### src/rtl/cva6_unc_wr_arb.sv
// rtl/cva6_unc_wr_arb.sv - round-robin arbiter funnelling per-core uncached stores onto one AXI write port
// Optional feature macro: CVA6_UNC_WR_ARB_PERF_EN adds per-core stall counters on stall_cnt_o.
module cva6_unc_wr_arb #(
    parameter int NUM_CORES = 2,
    parameter int ID_W      = 4,
    parameter int ADDR_W    = 64,
    parameter int DATA_W    = 64,
    parameter int MAX_OUT   = 7,
    localparam int STRB_W   = DATA_W / 8,
    localparam int CORE_W   = $clog2(NUM_CORES)
) (
    input  logic                        clk_i,
    input  logic                        rst_ni,
    input  logic [NUM_CORES-1:0]        req_valid_i,
    output logic [NUM_CORES-1:0]        req_ready_o,
    input  logic [NUM_CORES*ADDR_W-1:0] req_addr_i,
    input  logic [NUM_CORES*DATA_W-1:0] req_data_i,
    input  logic [NUM_CORES*STRB_W-1:0] req_strb_i,
    input  logic [NUM_CORES*ID_W-1:0]   req_id_i,
    output logic                        aw_valid_o,
    input  logic                        aw_ready_i,
    output logic [ADDR_W-1:0]           aw_addr_o,
    output logic [ID_W+CORE_W-1:0]      aw_id_o,
    output logic                        w_valid_o,
    input  logic                        w_ready_i,
    output logic [DATA_W-1:0]           w_data_o,
    output logic [STRB_W-1:0]           w_strb_o,
    output logic                        w_last_o,
    input  logic                        b_valid_i,
    output logic                        b_ready_o,
    input  logic [ID_W+CORE_W-1:0]      b_id_i,
    input  logic [1:0]                  b_resp_i,
    output logic [NUM_CORES-1:0]        rsp_valid_o,
    input  logic [NUM_CORES-1:0]        rsp_ready_i,
    output logic [ID_W-1:0]             rsp_id_o,
    output logic [1:0]                  rsp_resp_o,
`ifdef CVA6_UNC_WR_ARB_PERF_EN
    output logic [NUM_CORES*32-1:0]     stall_cnt_o,
`endif
    output logic                        bad_id_o
);

    localparam int CNT_W = $clog2(MAX_OUT + 1);

    typedef enum logic {IDLE = 1'b0, SEND = 1'b1} state_e;

    state_e              state_q, state_d;
    logic [CORE_W-1:0]   rr_q, rr_d, core_q, grant_core;
    logic                grant_found, grant;
    logic [ADDR_W-1:0]   addr_q;
    logic [DATA_W-1:0]   data_q;
    logic [STRB_W-1:0]   strb_q;
    logic [ID_W-1:0]     id_q;
    logic                aw_done_q, aw_done_d, w_done_q, w_done_d;
    logic                aw_hs, w_hs;
    logic [CNT_W-1:0]    cnt_q [NUM_CORES];
    logic [NUM_CORES-1:0] eligible, inc, dec;
    logic [CORE_W-1:0]   b_core;
    logic                b_bad, bad_q;

    always_comb begin
        for (int k = 0; k < NUM_CORES; k++) begin
            eligible[k] = req_valid_i[k] && (cnt_q[k] < CNT_W'(MAX_OUT));
        end
    end

    // Search starts at rr_q, which always holds the core after the last grant.
    always_comb begin
        grant_found = 1'b0;
        grant_core  = '0;
        for (int i = 0; i < NUM_CORES; i++) begin
            int idx;
            idx = int'(rr_q) + i;
            if (idx >= NUM_CORES) idx = idx - NUM_CORES;
            if (!grant_found && eligible[idx]) begin
                grant_found = 1'b1;
                grant_core  = CORE_W'(idx);
            end
        end
    end

    assign grant = (state_q == IDLE) && grant_found;
    assign rr_d  = (int'(grant_core) == NUM_CORES - 1) ? '0 : grant_core + 1'b1;

    always_ff @(posedge clk_i or negedge rst_ni) begin
        if (!rst_ni) state_q <= IDLE;
        else         state_q <= state_d;
    end

    always_comb begin
        state_d = state_q;
        case (state_q)
            IDLE:    if (grant_found) state_d = SEND;
            SEND:    if ((aw_done_q || aw_hs) && (w_done_q || w_hs)) state_d = IDLE;
            default: state_d = IDLE;
        endcase
    end

    always_comb begin
        req_ready_o = '0;
        aw_valid_o  = 1'b0;
        w_valid_o   = 1'b0;
        if (rst_ni) begin
            if (grant) req_ready_o[grant_core] = 1'b1;
            if (state_q == SEND) begin
                aw_valid_o = !aw_done_q;
                w_valid_o  = !w_done_q;
            end
        end
    end

    assign aw_hs     = aw_valid_o && aw_ready_i;
    assign w_hs      = w_valid_o && w_ready_i;
    assign aw_done_d = grant ? 1'b0 : (aw_done_q || aw_hs);
    assign w_done_d  = grant ? 1'b0 : (w_done_q || w_hs);

    always_ff @(posedge clk_i or negedge rst_ni) begin
        if (!rst_ni) begin
            rr_q      <= '0;
            core_q    <= '0;
            addr_q    <= '0;
            data_q    <= '0;
            strb_q    <= '0;
            id_q      <= '0;
            aw_done_q <= 1'b0;
            w_done_q  <= 1'b0;
        end else begin
            aw_done_q <= aw_done_d;
            w_done_q  <= w_done_d;
            if (grant) begin
                rr_q   <= rr_d;
                core_q <= grant_core;
                addr_q <= req_addr_i[grant_core*ADDR_W +: ADDR_W];
                data_q <= req_data_i[grant_core*DATA_W +: DATA_W];
                strb_q <= req_strb_i[grant_core*STRB_W +: STRB_W];
                id_q   <= req_id_i[grant_core*ID_W +: ID_W];
            end
        end
    end

    assign aw_addr_o = addr_q;
    assign aw_id_o   = {core_q, id_q};
    assign w_data_o  = data_q;
    assign w_strb_o  = strb_q;
    assign w_last_o  = 1'b1;

    // B responses whose core field names no real core are swallowed and flagged.
    assign b_core     = b_id_i[ID_W+CORE_W-1:ID_W];
    assign b_bad      = ({1'b0, b_core} >= (CORE_W+1)'(NUM_CORES));
    assign rsp_id_o   = b_id_i[ID_W-1:0];
    assign rsp_resp_o = b_resp_i;

    always_comb begin
        rsp_valid_o = '0;
        b_ready_o   = 1'b0;
        dec         = '0;
        inc         = '0;
        if (rst_ni) begin
            b_ready_o = b_bad;
            for (int k = 0; k < NUM_CORES; k++) begin
                inc[k] = grant && (grant_core == CORE_W'(k));
                if (!b_bad && (b_core == CORE_W'(k))) begin
                    rsp_valid_o[k] = b_valid_i;
                    b_ready_o      = rsp_ready_i[k];
                    dec[k]         = b_valid_i && rsp_ready_i[k] && (cnt_q[k] != '0);
                end
            end
        end
    end

    always_ff @(posedge clk_i or negedge rst_ni) begin
        if (!rst_ni) begin
            for (int k = 0; k < NUM_CORES; k++) cnt_q[k] <= '0;
            bad_q <= 1'b0;
        end else begin
            for (int k = 0; k < NUM_CORES; k++) begin
                if (inc[k] && !dec[k] && (cnt_q[k] != CNT_W'(MAX_OUT)))
                    cnt_q[k] <= cnt_q[k] + 1'b1;
                else if (dec[k] && !inc[k])
                    cnt_q[k] <= cnt_q[k] - 1'b1;
            end
            if (b_valid_i && b_bad) bad_q <= 1'b1;
        end
    end

    assign bad_id_o = bad_q;

`ifdef CVA6_UNC_WR_ARB_PERF_EN
    logic [31:0] stall_q [NUM_CORES];

    always_ff @(posedge clk_i or negedge rst_ni) begin
        if (!rst_ni) begin
            for (int k = 0; k < NUM_CORES; k++) stall_q[k] <= '0;
        end else begin
            for (int k = 0; k < NUM_CORES; k++) begin
                if (req_valid_i[k] && (cnt_q[k] == CNT_W'(MAX_OUT)) && (stall_q[k] != '1))
                    stall_q[k] <= stall_q[k] + 32'd1;
            end
        end
    end

    for (genvar g = 0; g < NUM_CORES; g++) begin : g_stall
        assign stall_cnt_o[g*32 +: 32] = stall_q[g];
    end
`endif

endmodule

### config.mk
export PLATFORM = sky130hd
export DESIGN_NAME = cva6_unc_wr_arb
export DESIGN_NICKNAME = d
export VERILOG_FILES = /design/src/rtl/cva6_unc_wr_arb.sv
export SDC_FILE = /design/constraint.sdc
export NUM_CORES = 1
export LEC_CHECK = 0
export CAP_MARGIN = 40
export CORE_AREA = 2 2 174 176
export CTS_BUF_LIST = sky130_fd_sc_hd__clkbuf_2 sky130_fd_sc_hd__clkbuf_4 sky130_fd_sc_hd__clkbuf_8
export DETAILED_ROUTE_END_ITERATION = 8
export DIE_AREA = 0 0 176 178
export GPL_ROUTABILITY_DRIVEN = 0
export SLEW_MARGIN = 25
export SYNTH_ARGS = -nofsm -noshare
export SYNTH_HDL_FRONTEND = slang
export SYNTH_SLANG_ARGS = --single-unit
### constraint.sdc
create_clock -name clk_i -period 2.5 [get_ports clk_i]
set_input_delay 0.75 -clock clk_i [delete_from_list [all_inputs] [get_ports clk_i]]
set_output_delay 0.75 -clock clk_i [all_outputs]
set_load 0.005 [all_outputs]
==> results of run 1 <==
[timing repair]
item                                    CTS  global route
endpoints found under the setup margin   10             8
setup buffers                             4             1
hold endpoints to repair                  0             0
resized for setup                        17             9
pin swaps                                 5             7
[through the flow]
step | cell area, µm² | hold WS [ns] | util (%) | worst slack (ns)
5_1_grt | 12300 | 0.300 | 41.8 | -0.00366
2_1_floorplan | 6740 | 0.451 | - | -0.141
6_report | 12300 | 0.333 | 41.8 | 0.0568
3_3_place_gp | 11800 | 0.459 | 40.2 | -0.581
3_5_place_dp | 11800 | 0.471 | 40.2 | -0.599
4_1_cts | 12200 | 0.288 | 41.6 | 0.0188
[sequential cells by signal, indices dropped and copies added, names as in the netlist]
name,cells
id_q,4
cnt_q,6
w_strb_o,8
core_q,1
w_data_o,64
state_q,1
aw_addr_o,64
aw_done_q,1
rr_q,1
w_done_q,1
[area by class of cell]
| cell class | instances | share of cell area [%] |
|---|---|---|
| repair buffers | 497 | 40.5 |
| flip-flops and latches | 151 | 30.8 |
| multi-input cells | 242 | 17.3 |
| inverters | 144 | 4.40 |
| well taps | 390 | 3.97 |
| clock buffers | 18 | 2.02 |
| clock inverters | 14 | 1.05 |
[final timing paths]
path,endpoint,slack [ns]
worst max-delay path,b_ready_o,0.06
worst min-delay path,w_data_o[6]$_DFFE_PN0N_,0.33
worst max register to register,cnt_q[4]$_DFFE_PN0P_,0.11
worst min register to register,core_q$_DFFE_PN0N_,0.49
max in group asynchronous,w_data_o[62]$_DFFE_PN0N_,1.25
min in group clk_i,core_q$_DFFE_PN0N_,0.49
[cell usage after synthesis, types with 2 or more instances]
| cell | instances |
|---|---|
| fa_1 | 2 |
| inv_1 | 144 |
| nor3_1 | 4 |
| dfrtp_1 | 151 |
| buf_6 | 3 |
| buf_4 | 10 |
| nand2b_1 | 2 |
| conb_1 | 2 |
| clkbuf_1 | 32 |
| and3_1 | 3 |
| a21oi_1 | 7 |
| nor2_2 | 2 |
| nand3_1 | 2 |
| nor2_1 | 16 |
| nand2_1 | 9 |
| or4_1 | 2 |
| mux2i_1 | 3 |
| nor2b_1 | 2 |
| a21o_1 | 4 |
| a222oi_1 | 140 |
| o32ai_1 | 3 |
| buf_2 | 20 |
| a22o_1 | 2 |
| a31oi_1 | 2 |
| o21ai_0 | 11 |
[power groups by stage]
stage / Combinational (W) / Clock, W / Sequential [W]
final: 0.00702 / 0.00188 / 0.00429
after global routing: 0.00765 / 0.00209 / 0.00442
after CTS: 0.00709 / 0.00196 / 0.00429
after detailed placement: 0.00705 / 0 / 0.00433
after global placement: 0.00698 / 0 / 0.00431
after floorplan: 0.00306 / 0 / 0.00435
[worst reg2reg max path: stages, from the launching register on]
cell     delay (ns)
dfrtp_1        0.40
and3_4         0.20
a311o_1        0.32
nor2_4         0.17
o21ai_1        0.11
fa_2           0.45
buf_4          0.15
a32o_1         0.21
a221o_1        0.28
[logic make-up after synthesis]
family,count (synthesis)
compound gates,186
fa+ha+maj,2
buf+inv,209
flops,151
mux,4
other cells,2
simple gates,48
[per-layer routing]
layer / vias to the layer above / GRT usage (%) / routed length [µm]
met5: - / 0 / 0
met4: 0 / 5.17 / 552
met3: 28 / 4.26 / 1860
met2: 311 / 27.6 / 13500
met1: 3441 / 20.8 / 11100
li1: 3194 / - / -
==> summary.txt, run 1 <==
Floorplan
  – Die Ht: 178 µm
  – Core Box Area: slightly below 30,000 µm²
  – Die area: 31,300 µm²
  – Initial core utilization: between 20 and 25%
  – Row cnt: 63
  – I/O pin count: 452
  – Die W: 176 µm

Power and ir drop
  – Switch share: a little over a third
  – Combinational share of power: 53.2%
  – Cell-internal power: 0.00853 W
  – PD cells: around 1100 nW/µm²
  – Clock power frac: between 10 and 15%
  – Total power: 0.0132 W
  – Worst-case vdd ir drop: 0.482 mV
  – Seq pwr share: 32.5%
  – Net switching power: 0.00467 W
  – Leak: roughly 5.7 nW

Logic synthesis
  – Post-synthesis compound-gate area fraction: ~26%
  – Ys Warns: 0
  – Largest family of logic cells by synthesized area: compound AO/OA/AOI/OAI gates
  – Post-synth top area cell: dfrtp_1
  – FFs w/ async S/R, synth: 100%
  – Post-synthesis mux area share: 0.614%
  – Mean Syn Cell Area: roughly 11 µm²
  – Distinct cells, synth: ~50
  – Post-Syn Area: 6730 µm²
  – Register area share after synthesis: a little under three fifths
  – Adder-cell share of the synthesized area: 0.595%
  – Syn Inst Count: approximately 600
  – Synth Flop Type: dfrtp_1
  – Post-Syn Nets: 900
  – Post-synth EDFFs: 0
  – Yosys reg bits: around 150
  – Post-Synth Simple-Gate Area: 3.83%
  – Yosys top cell area share: 56.2%
  – Top post-synthesis cells by area: dfrtp_1 56%, a222oi_1 21%, inv_1 8.0%
  – XOR/XNOR Fraction of Synth Area: 0%

Setup path
  – Critical path's top delay family: buffers and inverters
  – R2R cell count: 8
  – Crit path max fanout: 3
  – Crit-path max cell delay: 0.50 ns
  – Worst path required time: between 1.5 and 2 ns
  – Critical path origin: rsp_ready_i[1]
  – Crit path DAT: 1.69 ns
  – CP endpoint kind: primary output
  – Worst Path Buf+Inv: 2
  – CP Depth: 4
  – Reg2Reg Launch Point: cnt_q[3]$_DFFE_PN0P_
  – CP max-delay cell: clkdlybuf4s50_1
  – CP Class: input port to primary output
  – Crit start category: input port
  – Worst path cell trace: clkdlybuf4s50_1 > mux2i_1 > nor2b_1 > dlygate4sd2_1

Clock tree
  – TritonCTS buffer count: 17
  – Post-CTS Hold Buffers: 0
  – Max Buffers Root-to-Sink: 2
  – Clock Pin Slew Worst Setup and Hold Paths: 0.09 ns
  – Clock Latency Late Sink: 0.45 ns
  – CTS H-tree depth: 4
  – Clock tree from TritonCTS: done
  – CTS sink cnt: ~150
  – Clk root buf: clkbuf_8

Cells and area
  – Filler cells: 2,833
  – Commonest non-fill, non-tap cell in the layout: clkdlybuf4s50_1
  – Share of layout cells above drive strength 1: 10.3%
  – Area occupied by multi-input gates: 2120 µm²
  – Storage cell area: 3780 µm²
  – Post-synthesis to final-layout area growth: 82.5%
  – Commonest cells after routing, fill and taps aside: 426 x clkdlybuf4s50_1, 150 x dfrtp_1, 143 x inv_1
  – N_diodes: 0
  – Non-filler cells, final: around 1,500
  – Final nets: 1,351

Status
  – Status: finished clean

Detailed routing
  – DR WL/cell: between 15 and 20 µm
  – First-pass detailed-route iteration total: 8
  – Vias per std cell: 4.79
  – First DRT Iteration DRCs: 840
  – Post-route ant nets: 0
  – Vias: 6,974
  – DRC violations left: 0
  – WL final: 27.0 mm

Hold path
  – Hold Crit Class: input port to async pin

Placement
  – DP Cell Count: ~1,400
  – Dpl hpwl: 20.2 mm
  – Buffers added on ports: 437

STA
  – Total Neg Setup Slack: 0 ns
  – Final hold viol count: 0
  – Period minus WS final: 2.44 ns
  – Final period util: between 90% and 100%
  – Final setup viols: 0
  – Worst-margin pin slew: 0.669 ns
  – Fin. max-slew vios: 0
  – Slew margin rel.: 55.4%
  – Clock skew: 0.0174 ns
  – Max Clock Freq: 0.409 GHz

Global routing
  – First-pass GRT wire length: 39.5 mm
  – Largest net degree at the start of global routing: ~70
  – Initial antenna violation count: 0
  – Vias in the first global route: 6,752
  – Global route overflow: 0
  – Global Route Usage Sum: between 10% and 20%

Job
  – Max Cap Violations: 0
No activity file was read; power rests on OpenSTA's default activity.
==> inputs of run 2 (changes only) <==
--- a/config.mk
+++ b/config.mk
@@ -7,7 +7,7 @@
 export LEC_CHECK = 0
 export CAP_MARGIN = 40
 export CORE_AREA = 2 2 174 176
-export CTS_BUF_LIST = sky130_fd_sc_hd__clkbuf_2 sky130_fd_sc_hd__clkbuf_4 sky130_fd_sc_hd__clkbuf_8
+export CTS_BUF_LIST = sky130_fd_sc_hd__clkbuf_8
 export DETAILED_ROUTE_END_ITERATION = 8
 export DIE_AREA = 0 0 176 178
 export GPL_ROUTABILITY_DRIVEN = 0
==> results of run 2 <==
The final DEF is identical to that of run 1; final timing and power are the same.
